**src/rtl/feature_quantizer_packer.sv**
```systemverilog
// feature_quantizer_packer: quantizes a stream of signed features against
// per-feature programmable thresholds and packs the codes into one vector
// for the layer0 input bus.
//  clk, rst_n                        clock, async active-low reset
//  cfg_we/cfg_addr/cfg_data          threshold write port (index = feature*NT + k)
//  s_valid/s_ready/s_data/s_last     raw feature stream, one feature per beat
//  m_valid/m_ready/m_data/m_err      packed vector stream; m_err flags a bad sample length
module feature_quantizer_packer #(
  parameter  int unsigned NUM_FEATURES = 8,
  parameter  int unsigned FEAT_WIDTH   = 16,
  parameter  int unsigned IN_BITS      = 2,
  localparam int unsigned OUT_WIDTH    = NUM_FEATURES * IN_BITS,
  localparam int unsigned ADDR_W       = $clog2(NUM_FEATURES * (2**IN_BITS - 1))
) (
  input  logic                  clk,
  input  logic                  rst_n,
  input  logic                  cfg_we,
  input  logic [ADDR_W-1:0]     cfg_addr,
  input  logic [FEAT_WIDTH-1:0] cfg_data,
  input  logic                  s_valid,
  output logic                  s_ready,
  input  logic [FEAT_WIDTH-1:0] s_data,
  input  logic                  s_last,
  output logic                  m_valid,
  input  logic                  m_ready,
  output logic [OUT_WIDTH-1:0]  m_data,
  output logic                  m_err
);

  localparam int unsigned NT    = 2**IN_BITS - 1;
  localparam int unsigned CNT_W = (NUM_FEATURES > 1) ? $clog2(NUM_FEATURES) : 1;

  typedef enum logic [1:0] {
    COLLECT = 2'd0,
    WAIT    = 2'd1,
    DISCARD = 2'd2
  } state_t;

  state_t                        state_q, state_d;
  logic signed [FEAT_WIDTH-1:0]  thr_q [NUM_FEATURES][NT];
  logic [OUT_WIDTH-1:0]          asm_q;
  logic                          asm_err_q;
  logic                          asm_disc_q;
  logic [CNT_W-1:0]              cnt_q;

  logic [IN_BITS-1:0]            code_c;
  logic [OUT_WIDTH-1:0]          asm_new_c;
  logic                          accept_c;
  logic                          last_slot_c;
  logic                          out_free_c;
  logic                          close_c;
  logic                          close_err_c;
  logic                          drain_load_c;

  // Threshold table; every valid index is decoded explicitly so out-of-range writes fall through.
  always_ff @(posedge clk or negedge rst_n) begin
    if (!rst_n) begin
      for (int f = 0; f < NUM_FEATURES; f++)
        for (int k = 0; k < NT; k++)
          thr_q[f][k] <= {1'b0, {(FEAT_WIDTH-1){1'b1}}};
    end else if (cfg_we) begin
      for (int f = 0; f < NUM_FEATURES; f++)
        for (int k = 0; k < NT; k++)
          if (cfg_addr == ADDR_W'(f * NT + k))
            thr_q[f][k] <= cfg_data;
    end
  end

  // Code = number of thresholds of the current feature that the input meets or exceeds.
  always_comb begin
    code_c = '0;
    for (int k = 0; k < NT; k++)
      if ($signed(s_data) >= thr_q[cnt_q][k])
        code_c = code_c + IN_BITS'(1);
  end

  // Assembly register with the current feature's field replaced.
  always_comb begin
    asm_new_c = asm_q;
    for (int i = 0; i < NUM_FEATURES; i++)
      if (cnt_q == CNT_W'(i))
        asm_new_c[i*IN_BITS +: IN_BITS] = code_c;
  end

  always_ff @(posedge clk or negedge rst_n) begin
    if (!rst_n) state_q <= COLLECT;
    else        state_q <= state_d;
  end

  // Next state and datapath controls.
  always_comb begin
    state_d      = state_q;
    close_c      = 1'b0;
    drain_load_c = 1'b0;
    accept_c     = s_valid && s_ready;
    last_slot_c  = (cnt_q == CNT_W'(NUM_FEATURES - 1));
    out_free_c   = !m_valid || m_ready;
    close_err_c  = !(s_last && last_slot_c);
    unique case (state_q)
      COLLECT: begin
        if (accept_c && (s_last || last_slot_c)) begin
          close_c = 1'b1;
          if (!out_free_c)  state_d = WAIT;
          else if (s_last)  state_d = COLLECT;
          else              state_d = DISCARD;
        end
      end
      WAIT: begin
        if (m_valid && m_ready) begin
          drain_load_c = 1'b1;
          state_d      = asm_disc_q ? DISCARD : COLLECT;
        end
      end
      DISCARD: begin
        if (accept_c && s_last) state_d = COLLECT;
      end
      default: state_d = COLLECT;
    endcase
  end

  // Assembly, output register and input ready.
  always_ff @(posedge clk or negedge rst_n) begin
    if (!rst_n) begin
      s_ready    <= 1'b0;
      m_valid    <= 1'b0;
      m_data     <= '0;
      m_err      <= 1'b0;
      asm_q      <= '0;
      asm_err_q  <= 1'b0;
      asm_disc_q <= 1'b0;
      cnt_q      <= '0;
    end else begin
      s_ready <= (state_d != WAIT);
      if (m_valid && m_ready) m_valid <= 1'b0;
      if (close_c) begin
        cnt_q <= '0;
        if (out_free_c) begin
          m_valid <= 1'b1;
          m_data  <= asm_new_c;
          m_err   <= close_err_c;
          asm_q   <= '0;
        end else begin
          // Output busy: park the completed sample until the consumer drains.
          asm_q      <= asm_new_c;
          asm_err_q  <= close_err_c;
          asm_disc_q <= !s_last;
        end
      end else if (drain_load_c) begin
        m_valid <= 1'b1;
        m_data  <= asm_q;
        m_err   <= asm_err_q;
        asm_q   <= '0;
      end else if (accept_c && state_q == COLLECT) begin
        asm_q <= asm_new_c;
        cnt_q <= cnt_q + CNT_W'(1);
      end
    end
  end

endmodule

```
**config.mk**
```make
export PLATFORM = sky130hd
export DESIGN_NAME = feature_quantizer_packer
export DESIGN_NICKNAME = d
export VERILOG_FILES = /design/src/rtl/feature_quantizer_packer.sv
export SDC_FILE = /design/constraint.sdc
export NUM_CORES = 1
export LEC_CHECK = 0
export ABC_CLOCK_PERIOD_IN_PS = 5620
export BUFFER_PORTS_ARGS = -buffer_cell sky130_fd_sc_hd__buf_2
export CORE_ASPECT_RATIO = 1.5
export CORE_MARGIN = 8
export CORE_UTILIZATION = 45
export DETAILED_ROUTE_END_ITERATION = 10
export PLACE_DENSITY_LB_ADDON = 0.25
export SYNTH_ARGS = -nofsm -noshare
export SYNTH_HDL_FRONTEND = slang
export SYNTH_SLANG_ARGS = --single-unit
```
**constraint.sdc**
```tcl
create_clock -name clk -period 5.62 [get_ports clk]
set_input_delay 0 -clock clk [delete_from_list [all_inputs] [get_ports clk]]
set_output_delay 0 -clock clk [all_outputs]
set_load 0.02 [all_outputs]
```
# Word-level counts from Yosys, hierarchy flattened
# Index checks and enable logic that the tools add are counted.
# W data, S select, Z words.
[word_totals]
mem_bits_ro = 0
input_bits = 43
latchBits = 0
elab_cells = 163
output_inout_bits = 19
regBits = 426
memories = 0
ram_bits = 0
[op_classes]
n_reduce_logical = 44
multipliers = 0
eq_ne = 35
add_sub_neg = 3
n_div = 0
bitwise_logic = 2
shift = 0
mux = 42
n_lt_le_gt_ge = 4
[ops]
columns = ["op", "n"]
rows = [
  ["$bmux W48 S3", 1],
  ["$mux W16", 7],
  ["$mux W48", 2],
  ["$reduce_and A2 Y1", 27],
  ["$ge A16 B16 Y1", 3],
  ["$eq A5 B4 Y1 const B", 8],
  ["$eq A5 B5 Y1 const B", 8],
  ["$mux W2", 16],
  ["$eq A5 B3 Y1 const B", 4],
  ["$eq A3 B3 Y1 const B", 4],
  ["$mux W1", 12],
  ["$eq A5 B2 Y1 const B", 2],
  ["$mux W3", 3],
  ["$eq A3 B2 Y1 const B", 2],
  ["$logic_and A1 B1 Y1", 6],
  ["$pmux W2 S3", 1],
  ["$eq A5 B1 Y1 const B", 1],
  ["$logic_not A5 Y1", 1],
  ["$add A2 B1 Y2 const B", 2],
  ["$ge A4 B4 Y1 const B", 1],
  ["$ne A2 B2 Y1 const B", 2],
  ["$not A3 Y4", 1],
  ["$reduce_bool A2 Y1", 2],
  ["$add A3 B1 Y3 const B", 1],
  ["10 further kinds", 13],
]

# Depth between registers and ports, before layout
# Gate-level depths: netlist of the first run.
[depth]
depth_word = 14
ltp_mapped = 19
depth_no_buf = 16

# Worst setup path after synthesis of the first run
# Ideal clock, no wire load.
[synth_timing]
path_type = "register to register"
startpoint = "register cnt_q[0]"
endpoint = "register m_data[6]"
t_arrival_ns = 4.353
path_buffers = 3
required_ns = 5.516
path_stages_with_launch = 16
setup_slack_ns = 1.163
path_cell_list = "dfrtp_1 > clkbuf_1 > buf_2 > buf_1 > mux4_2 > mux2i_1 > ha_1 > a21o_1 > a21oi_1 > o21ai_0 > a2111oi_2 > mux2_4 > ha_1 > xnor2_1 > nor2_1 > a221oi_1"
[synth_between]
elab_chain_cells = 13
[synth_lines]
columns = ["item", "line_no", "rtl"]
rows = [
  ["from (decl)", "44", "logic [CNT_W-1:0] cnt_q;"],
  ["from (signal assigned)", "155", "cnt_q <= cnt_q + CNT_W'(1);"],
  ["$not A3 Y4 (implied by the code)", "73", "if ($signed(s_data) >= thr_q[cnt_q][k])"],
  ["$bmux W48 S3", "73", ""],
  ["$mux W48 (implied by the code) (2 in series)", "73", ""],
  ["$ge A16 B16 Y1", "73", ""],
  ["$mux W1", "73", ""],
  ["$add A2 B1 Y2", "74", "code_c = code_c + IN_BITS'(1);"],
  ["$mux W2", "73", ""],
  ["$add A2 B1 Y2", "74", ""],
  ["$mux W2", "73", ""],
  ["$mux W2", "81", "if (cnt_q == CNT_W'(i))"],
  ["$mux W16", "137", "if (out_free_c) begin"],
  ["$mux W16", "135", "if (close_c) begin"],
  ["to (signal assigned)", "139", "m_data <= asm_new_c;"],
  ["to (signal assigned)", "150", "m_data <= asm_q;"],
  ["to (decl)", "26", "output logic [OUT_WIDTH-1:0] m_data,"],
]
# Several ways; a longest one is shown, not always the timed one. The select of a mux whose other input is x is not followed.
# A chain may end at the register's enable or synchronous reset.

# Worst setup path in the final report of the first run
[layout_timing]
startpoint = "register cnt_q[2]"
endpoint = "register asm_q[12]"
[layout_between]
elab_chain_cells = 14
[layout_lines]
columns = ["item", "line_no", "rtl"]
rows = [
  ["$not A3 Y4 (implied by the code)", "73", ""],
  ["$bmux W48 S3", "73", ""],
  ["$mux W48 (implied by the code) (2 in series)", "73", ""],
  ["$ge A16 B16 Y1", "73", ""],
  ["$mux W1", "73", ""],
  ["$add A2 B1 Y2", "74", ""],
  ["$mux W2", "73", ""],
  ["$add A2 B1 Y2", "74", ""],
  ["$mux W2", "73", ""],
  ["$mux W2", "81", ""],
  ["$mux W16", "153", "end else if (accept_c && state_q == COLLECT) begin"],
  ["$mux W16", "148", "end else if (drain_load_c) begin"],
  ["$mux W16", "135", ""],
  ["to (signal assigned)", "144", "asm_q <= asm_new_c;"],
  ["to (signal assigned)", "154", "asm_q <= asm_new_c;"],
  ["to (decl)", "41", "logic [OUT_WIDTH-1:0] asm_q;"],
]
# Several ways; a longest one is shown, not always the timed one. The select of a mux whose other input is x is not followed.

==> impl_metrics.py, run 1 <==
metrics = {
    "worst_setup_path": {
        "crit_chain": "clkinv_2 > buf_4 > buf_4 > mux2i_1 > ha_1 > a21oi_1 > a2111oi_0 > or4_1 > mux2i_1 > ha_1 > xnor2_1 > nand3_1 > o21ai_0",
        "worstSetupEndpointType": "register",
        "cpPeakStageDelay_ps": 560,
        "cp.arrival_ps": 5180,
        "worstSetupPathType": "register to register",
        "cp_num_buf_inv": 3,
        "cp_top_family": "buffers and inverters",
        "cp_max_fo": 19,
        "worstPathRequired_ps": 6080,
        "critPathSlowestCell": "dfrtp_1",
        "startpoint_type": "register",
    },
    "detailed_routing": {
        "route.detailed.drc": 0,
        "wl_per_cell_um": 24.45,
        "totalWireLength_um": 50020,
        "drt_iter0_markers": 676,
        "num_vias": 11870,
        "ant_nets": 0,
        "viasPerCell": 5.800,
        "drtPass1Iterations": 4,
    },
    "finish": {
        "layout_common_cells": "mux2_2 (384), dfstp_2 (360), mux4_2 (96), dfrtp_1 (64), buf_2 (60)",
        "fin_util_pct": 50.74,
        "multiInputGateArea_um2": 9145,
        "final_layout_size_suffix_gt1_share_pct": 69.18,
        "final_common_cell": "mux2_2",
        "nFillCells": 3778,
        "nNetsFinal": 1524,
        "regArea_um2": 11120,
        "area_growth_pct": 11.80,
    },
    "clock_tree": {
        "cts_max_level": 2,
        "cts_buffers": 43,
        "clk_pin_slew_ps": 60,
        "cts_tree": "done",
        "cts_root_buf": "clkbuf_16",
        "numClockSinks": 426,
        "clock_latency_ps": 550,
        "postCtsSetupBuffers": 0,
        "clockBufferDepth": 3,
    },
    "global_routing": {
        "grt_pass1_vias": 13100,
        "grt_antenna_before_repair": 0,
        "grt_start_max_net_pins": 133,
        "grt-ovfl-total": 0,
        "grt_first_pass_wirelength_um": 78590,
        "gr-usage-all-layers_pct": 19.23,
    },
    "yosys": {
        "synth_nets": 1485,
        "syn_area_per_cell_um2": 14.91,
        "async_reset_ff_share_pct": 100.0,
        "yosysUniqueCellTypes": 51,
        "synth_area_um2": 20660,
        "synth-edff-count": 0,
        "synth_seq_cells": 426,
        "seq_area_frac_synth_pct": 53.77,
        "synth_ff_type": "dfstp_2",
        "ys_warn_count": 0,
        "syn_inst": 1386,
    },
    "timing": {
        "period_share_pct": 84.03,
        "slew_headroom_pct": 20.93,
        "drv_slew": 0,
        "period_minus_slack_ps": 4723,
        "setup_viol": 0,
        "clock_skew_ps": 14.48,
        "hold_violations": 0,
        "tns_ps": 0,
        "fmax_ghz": 0.2117,
        "rsz0062_at_grt": "no",
        "tightest_slew_ps": 1185,
    },
    "job": {
        "maxCapViolCount": 0,
    },
    "floorplanning": {
        "die_y_um": 278.4,
        "ios": 62,
        "start_util_pct": 45.39,
        "dieArea_um2": 53170,
        "core_um2": 45520,
        "rows": 96,
        "dieWidth_um": 191.0,
    },
    "run_status": {
        "status": "complete, no violations",
    },
    "placement": {
        "gp_congestion": 0.8446,
        "dp_hpwl_um": 32580,
        "port_buffers": 61,
    },
    "power_and_ir_drop": {
        "power_density_nw_per_um2": 468.3,
        "p_leak_nw": 9.521,
        "peakVddDrop_v": 0.0002626,
    },
    "hold_path": {
        "hp-class": "input port to register",
    },
}
## cells in the mapped netlist (all sizes together) (2+ instances only)
cell | instances | area (um2)
a2111oi | 4 | 41.29
a211o | 2 | 17.52
a21o | 8 | 60.06
a21oi | 33 | 168.9
a221oi | 2 | 17.52
a31oi | 3 | 18.77
buf | 16 | 72.57
clkbuf | 82 | 307.8
dfrtp | 66 | 1652
dfstp | 360 | 9459
ha | 56 | 700.7
inv | 17 | 63.81
mux2 | 385 | 4339
mux2i | 48 | 480.5
mux4 | 96 | 2162
nand2 | 56 | 210.2
nand2b | 6 | 37.54
nand3 | 13 | 65.06
nand3b | 3 | 35.03
nand4 | 12 | 81.33
nor2 | 23 | 86.33
nor2b | 15 | 93.84
nor3 | 6 | 30.03
nor4 | 3 | 25.02
o211ai | 6 | 50.05
o21a | 2 | 15.01
o21ai | 38 | 190.2
o22ai | 9 | 56.30
or3 | 2 | 12.51
or4 | 3 | 22.52
xnor2 | 2 | 17.52
## through the flow
step | cells | hold slack, ps | area, um2 | setup slack [ps] | power [mW]
6_report | 2046 | 25.77 | 23100 | 897.4 | 10.82
5_1_grt | 2045 | 27.01 | 23100 | 515.3 | 11.42
3_5_place_dp | 1963 | 192.6 | 21670 | 899.8 | 8.065
4_1_cts | 2045 | 9.459 | 23100 | 850.2 | 10.95
3_3_place_gp | 1963 | 181.0 | 21670 | 934.7 | 7.966
2_1_floorplan | 1386 | -295.6 | 20660 | 1163 | 6.980
## final timing paths
| check | end | slack [ps] | cells past startpoint | startpoint |
|---|---|---|---|---|
| max in group asynchronous | cnt_q[0] | 4080 | 3 | rst_n |
| max reg2reg | asm_q[12] | 900 | 13 | cnt_q[2] |
| min reg2reg | m_data[15] | 480 | 1 | m_data[15] |
| min | thr_q[368] | 30 | 2 | cfg_data[0] |
| min in group asynchronous | thr_q[239] | 200 | 2 | rst_n |
| max | asm_q[12] | 900 | 13 | cnt_q[2] |
## worst reg2reg max path, delay by kind of cell (launching register included)
kind / cells / cell delay [ps]
xor gates and xnor gates: 1 / 520
buffers and inverters: 3 / 1090
muxes: 2 / 510
adders and majority gates: 2 / 660
AOI/OAI and AO/OA: 3 / 530
and+or+nand+nor: 2 / 790
DFF: 1 / 560
## flip-flops by register name (all words and copies together), names as in the netlist
name and count:
cnt_q 3, m_err 1, asm_q 16, asm_disc_q 1
m_valid 1, state_q 2, s_ready 1, thr_q 384
asm_err_q 1, m_data 16
## repair_timing
item                       in CTS  in global routing
hold endpoints to repair       59                  0
setup endpoints to repair       0                  0
gates resized for setup         0                  0
hold buffers                    5                  0
## routing by layer
layer	up-vias	GRT usage [%]	routed length, um
met5	-	0	0
met4	0	6.938	1686
met3	84	2.493	2120
met2	225	32.94	25360
met1	6330	24.55	20850
li1	5228	-	-
## where the power goes
group | leakage, nW | internal, mW | switching, mW
combinational | 4.26 | 1.75 | 1.72
clock | 0.665 | 1.65 | 1.18
sequential | 4.60 | 4.10 | 0.419
total | 9.52 | 7.50 | 3.32
## area by class of cell
type / instances / share of cell area (%)
multi-input cells: 845 / 39.59
inverters: 17 / 0.2816
well taps: 588 / 3.185
diodes: 1 / 0.01083
clock inverters: 13 / 0.6337
repair buffers: 92 / 2.860
clock buffers: 64 / 5.313
flip-flops and latches: 426 / 48.13
## kinds of logic after synthesis
family,Yosys count,synth area share (%)
xor+xnor,2,0.08479
mux,529,33.79
fa+ha+maj,56,3.391
flops,426,53.77
compound gates,112,3.294
buf+inv,115,2.150
simple gates,146,3.524
Power figures use the tool's default switching activity.
==> run 2, diff against run 1 <==
ABC_CLOCK_PERIOD_IN_PS = 4600   (was 5620)
clock period = 4.6 ns   (was 5.62 ns; I/O delays follow)
==> run 2 against run 1 <==
  * Routed wire length grew 0.47%
  * Register-to-register slack worse by 560 ps
  * Total power up 24%
  * Critical path depth up 4
  * Sequential share of layout area shrank 0.49 points
  * Highest routed layer unchanged
==> impl_metrics.py, run 2 (synthesis gave the netlist of run 1 again) <==
metrics = {
    "worst_setup_path": {
        "regToRegSetupSlack_ps": 340,
        "cp_num_buf_inv": 4,
        "worstSetupEndpointType": "register",
        "r2r-start": "cnt_q[0]",
        "worstPathRequired_ps": 5030,
        "crit_chain": "buf_4 > buf_4 > mux4_2 > mux2i_1 > ha_1 > nand4_1 > or4_1 > a21oi_1 > a2111oi_2 > mux2_4 > inv_2 > ha_1 > inv_1 > o211ai_1 > o31a_1 > nand3b_4 > o21ai_1",
        "cp_max_fo": 8,
        "startpoint": "cnt_q[0]",
        "cp.arrival_ps": 4690,
        "r2r_end": "asm_q[11]",
        "startpoint_type": "register",
        "cp_num_cells": 17,
        "cpPeakStageDelay_ps": 550,
        "r2r_cells": 17,
        "critPathSlowestCell": "or4_1",
        "worstSetupPathType": "register to register",
        "cp-endpoint": "asm_q[11]",
        "cp_top_family": "multiplexers",
    },
    "clock_tree": {
        "clockBufferDepth": 3,
        "cts_root_buf": "clkbuf_16",
        "numClockSinks": 426,
        "clk_pin_slew_ps": 60,
        "cts_max_level": 2,
        "clock_latency_ps": 550,
        "cts_tree": "done",
        "cts_buffers": 42,
    },
    "timing": {
        "tightest_slew_ps": 1170,
        "period_share_pct": 92.61,
        "tns_ps": 0,
        "rsz0062_at_grt": "no",
        "fmax_ghz": 0.2347,
        "period_minus_slack_ps": 4260,
        "slew_headroom_pct": 21.62,
        "drv_slew": 0,
        "setup_viol": 0,
        "hold_violations": 0,
        "clock_skew_ps": 8.941,
    },
    "detailed_routing": {
        "drtPass1Iterations": 4,
        "drt_iter0_markers": 730,
        "totalWireLength_um": 50250,
        "wl_per_cell_um": 24.31,
        "route.detailed.drc": 0,
        "viasPerCell": 5.787,
        "ant_nets": 0,
        "num_vias": 11960,
    },
    "job": {
        "maxCapViolCount": 0,
    },
    "floorplanning": {
        "ios": 62,
        "core_um2": 45520,
        "dieWidth_um": 191.0,
        "rows": 96,
        "dieArea_um2": 53170,
        "start_util_pct": 45.39,
        "die_y_um": 278.4,
    },
    "finish": {
        "stdcell_count": 2067,
        "layout_common_cells": "mux2_2 (384), dfstp_2 (360), mux4_2 (96), dfrtp_1 (64), buf_2 (60)",
        "largest-register": "thr_q",
        "final_common_cell": "mux2_2",
        "nNetsFinal": 1544,
        "final_layout_size_suffix_gt1_share_pct": 70.09,
        "area_growth_pct": 12.93,
        "top_regs": "thr_q: 384 flops, asm_q: 16 flops, m_data: 16 flops",
        "largest_reg_flops": 384,
    },
    "global_routing": {
        "top_usage_layer": "met2",
        "gr-usage-met2_pct": 33.49,
        "grt_pass1_vias": 13210,
        "grt_start_max_net_pins": 135,
        "gr-usage-all-layers_pct": 19.20,
        "use_met1_pct": 24.20,
        "grt_antenna_before_repair": 1,
        "met3_usage_pct": 2.506,
        "grt_first_pass_wirelength_um": 78630,
        "grt-ovfl-total": 0,
    },
    "power_and_ir_drop": {
        "pwr-share-seq_pct": 40.4,
        "switching_share_pct": 30.48,
        "p_leak_nw": 9.680,
        "power_density_nw_per_um2": 576.5,
        "p_comb_share_pct": 33.8,
        "p_clk_share_pct": 25.7,
        "peakVddDrop_v": 0.0003183,
        "p_int_mw": 9.353,
        "p_total_mw": 13.45,
        "p_sw_mw": 4.100,
    },
    "run_status": {
        "status": "complete, no violations",
    },
    "hold_path": {
        "hp-class": "input port to register",
        "min_delay_path_depth": 2,
    },
    "placement": {
        "gp_congestion": 0.8619,
        "placed_cells": 1980,
        "dp_hpwl_um": 32430,
        "port_buffers": 61,
    },
}
run 2: cell count changes in the layout (fill, tap and decap cells not counted), sizes merged:
cell / change
buf: +21
clkinvlp: -2
bufinv: -3
clkbuf: +9
clkinv: -4
run 2: power groups by stage:
stage / clock, mW / combinational [mW] / sequential [mW]
after detailed placement: 0 / 4.51 / 5.51
after global placement: 0 / 4.40 / 5.47
final: 3.46 / 4.55 / 5.44
after CTS: 3.57 / 4.53 / 5.46
after global routing: 3.70 / 4.97 / 5.55
after floorplan: 0 / 3.11 / 5.42
run 2: area by class of cell:
class | count | area (um2)
Multi-Input combinational cell | 845 | 9153
Fill cell | 3724 | 22190
Clock inverter | 4 | 20.02
Tap cell | 588 | 735.7
Sequential cell | 426 | 11120
Timing Repair Buffer | 113 | 850.8
Inverter | 17 | 65.06
Clock buffer | 73 | 1391
Antenna cell | 1 | 2.502
run 2: routing by layer:
layer	vias up	part of all wire, %
met5	-	0
met4	0	2.8
met3	87	3.6
met2	206	52
met1	6401	42
li1	5268	-
run 2: repair_timing:
action,CTS,global route
resized for setup,0,2
hold buffers,5,0
setup endpoints to repair,0,15
buffers inserted,0,4
endpoints found under the hold margin,40,0
run 2: through the flow:
stage          setup WS (ps)  hold WS (ps)  utilization, %  instance area (um2)
2_1_floorplan          143.0        -295.6               -                20660
3_3_place_gp           283.7         213.2           47.95                21830
3_5_place_dp           227.9         215.1           47.95                21830
4_1_cts                178.2         2.166           51.16                23290
5_1_grt                135.2         32.37           51.26                23330
6_report               339.8         21.99           51.26                23340
run 2: worst min-delay path by stage:
| stage | startpoint | end | slack (ps) |
|---|---|---|---|
| floorplan | rst_n | asm_disc_q | -300 |
| global placement | rst_n | asm_disc_q | 210 |
| detailed placement | rst_n | s_ready | 220 |
| CTS | cfg_data[1] | thr_q[81] | 2 |
| global route | cfg_data[1] | thr_q[353] | 30 |
| finish | cfg_data[9] | thr_q[217] | 20 |
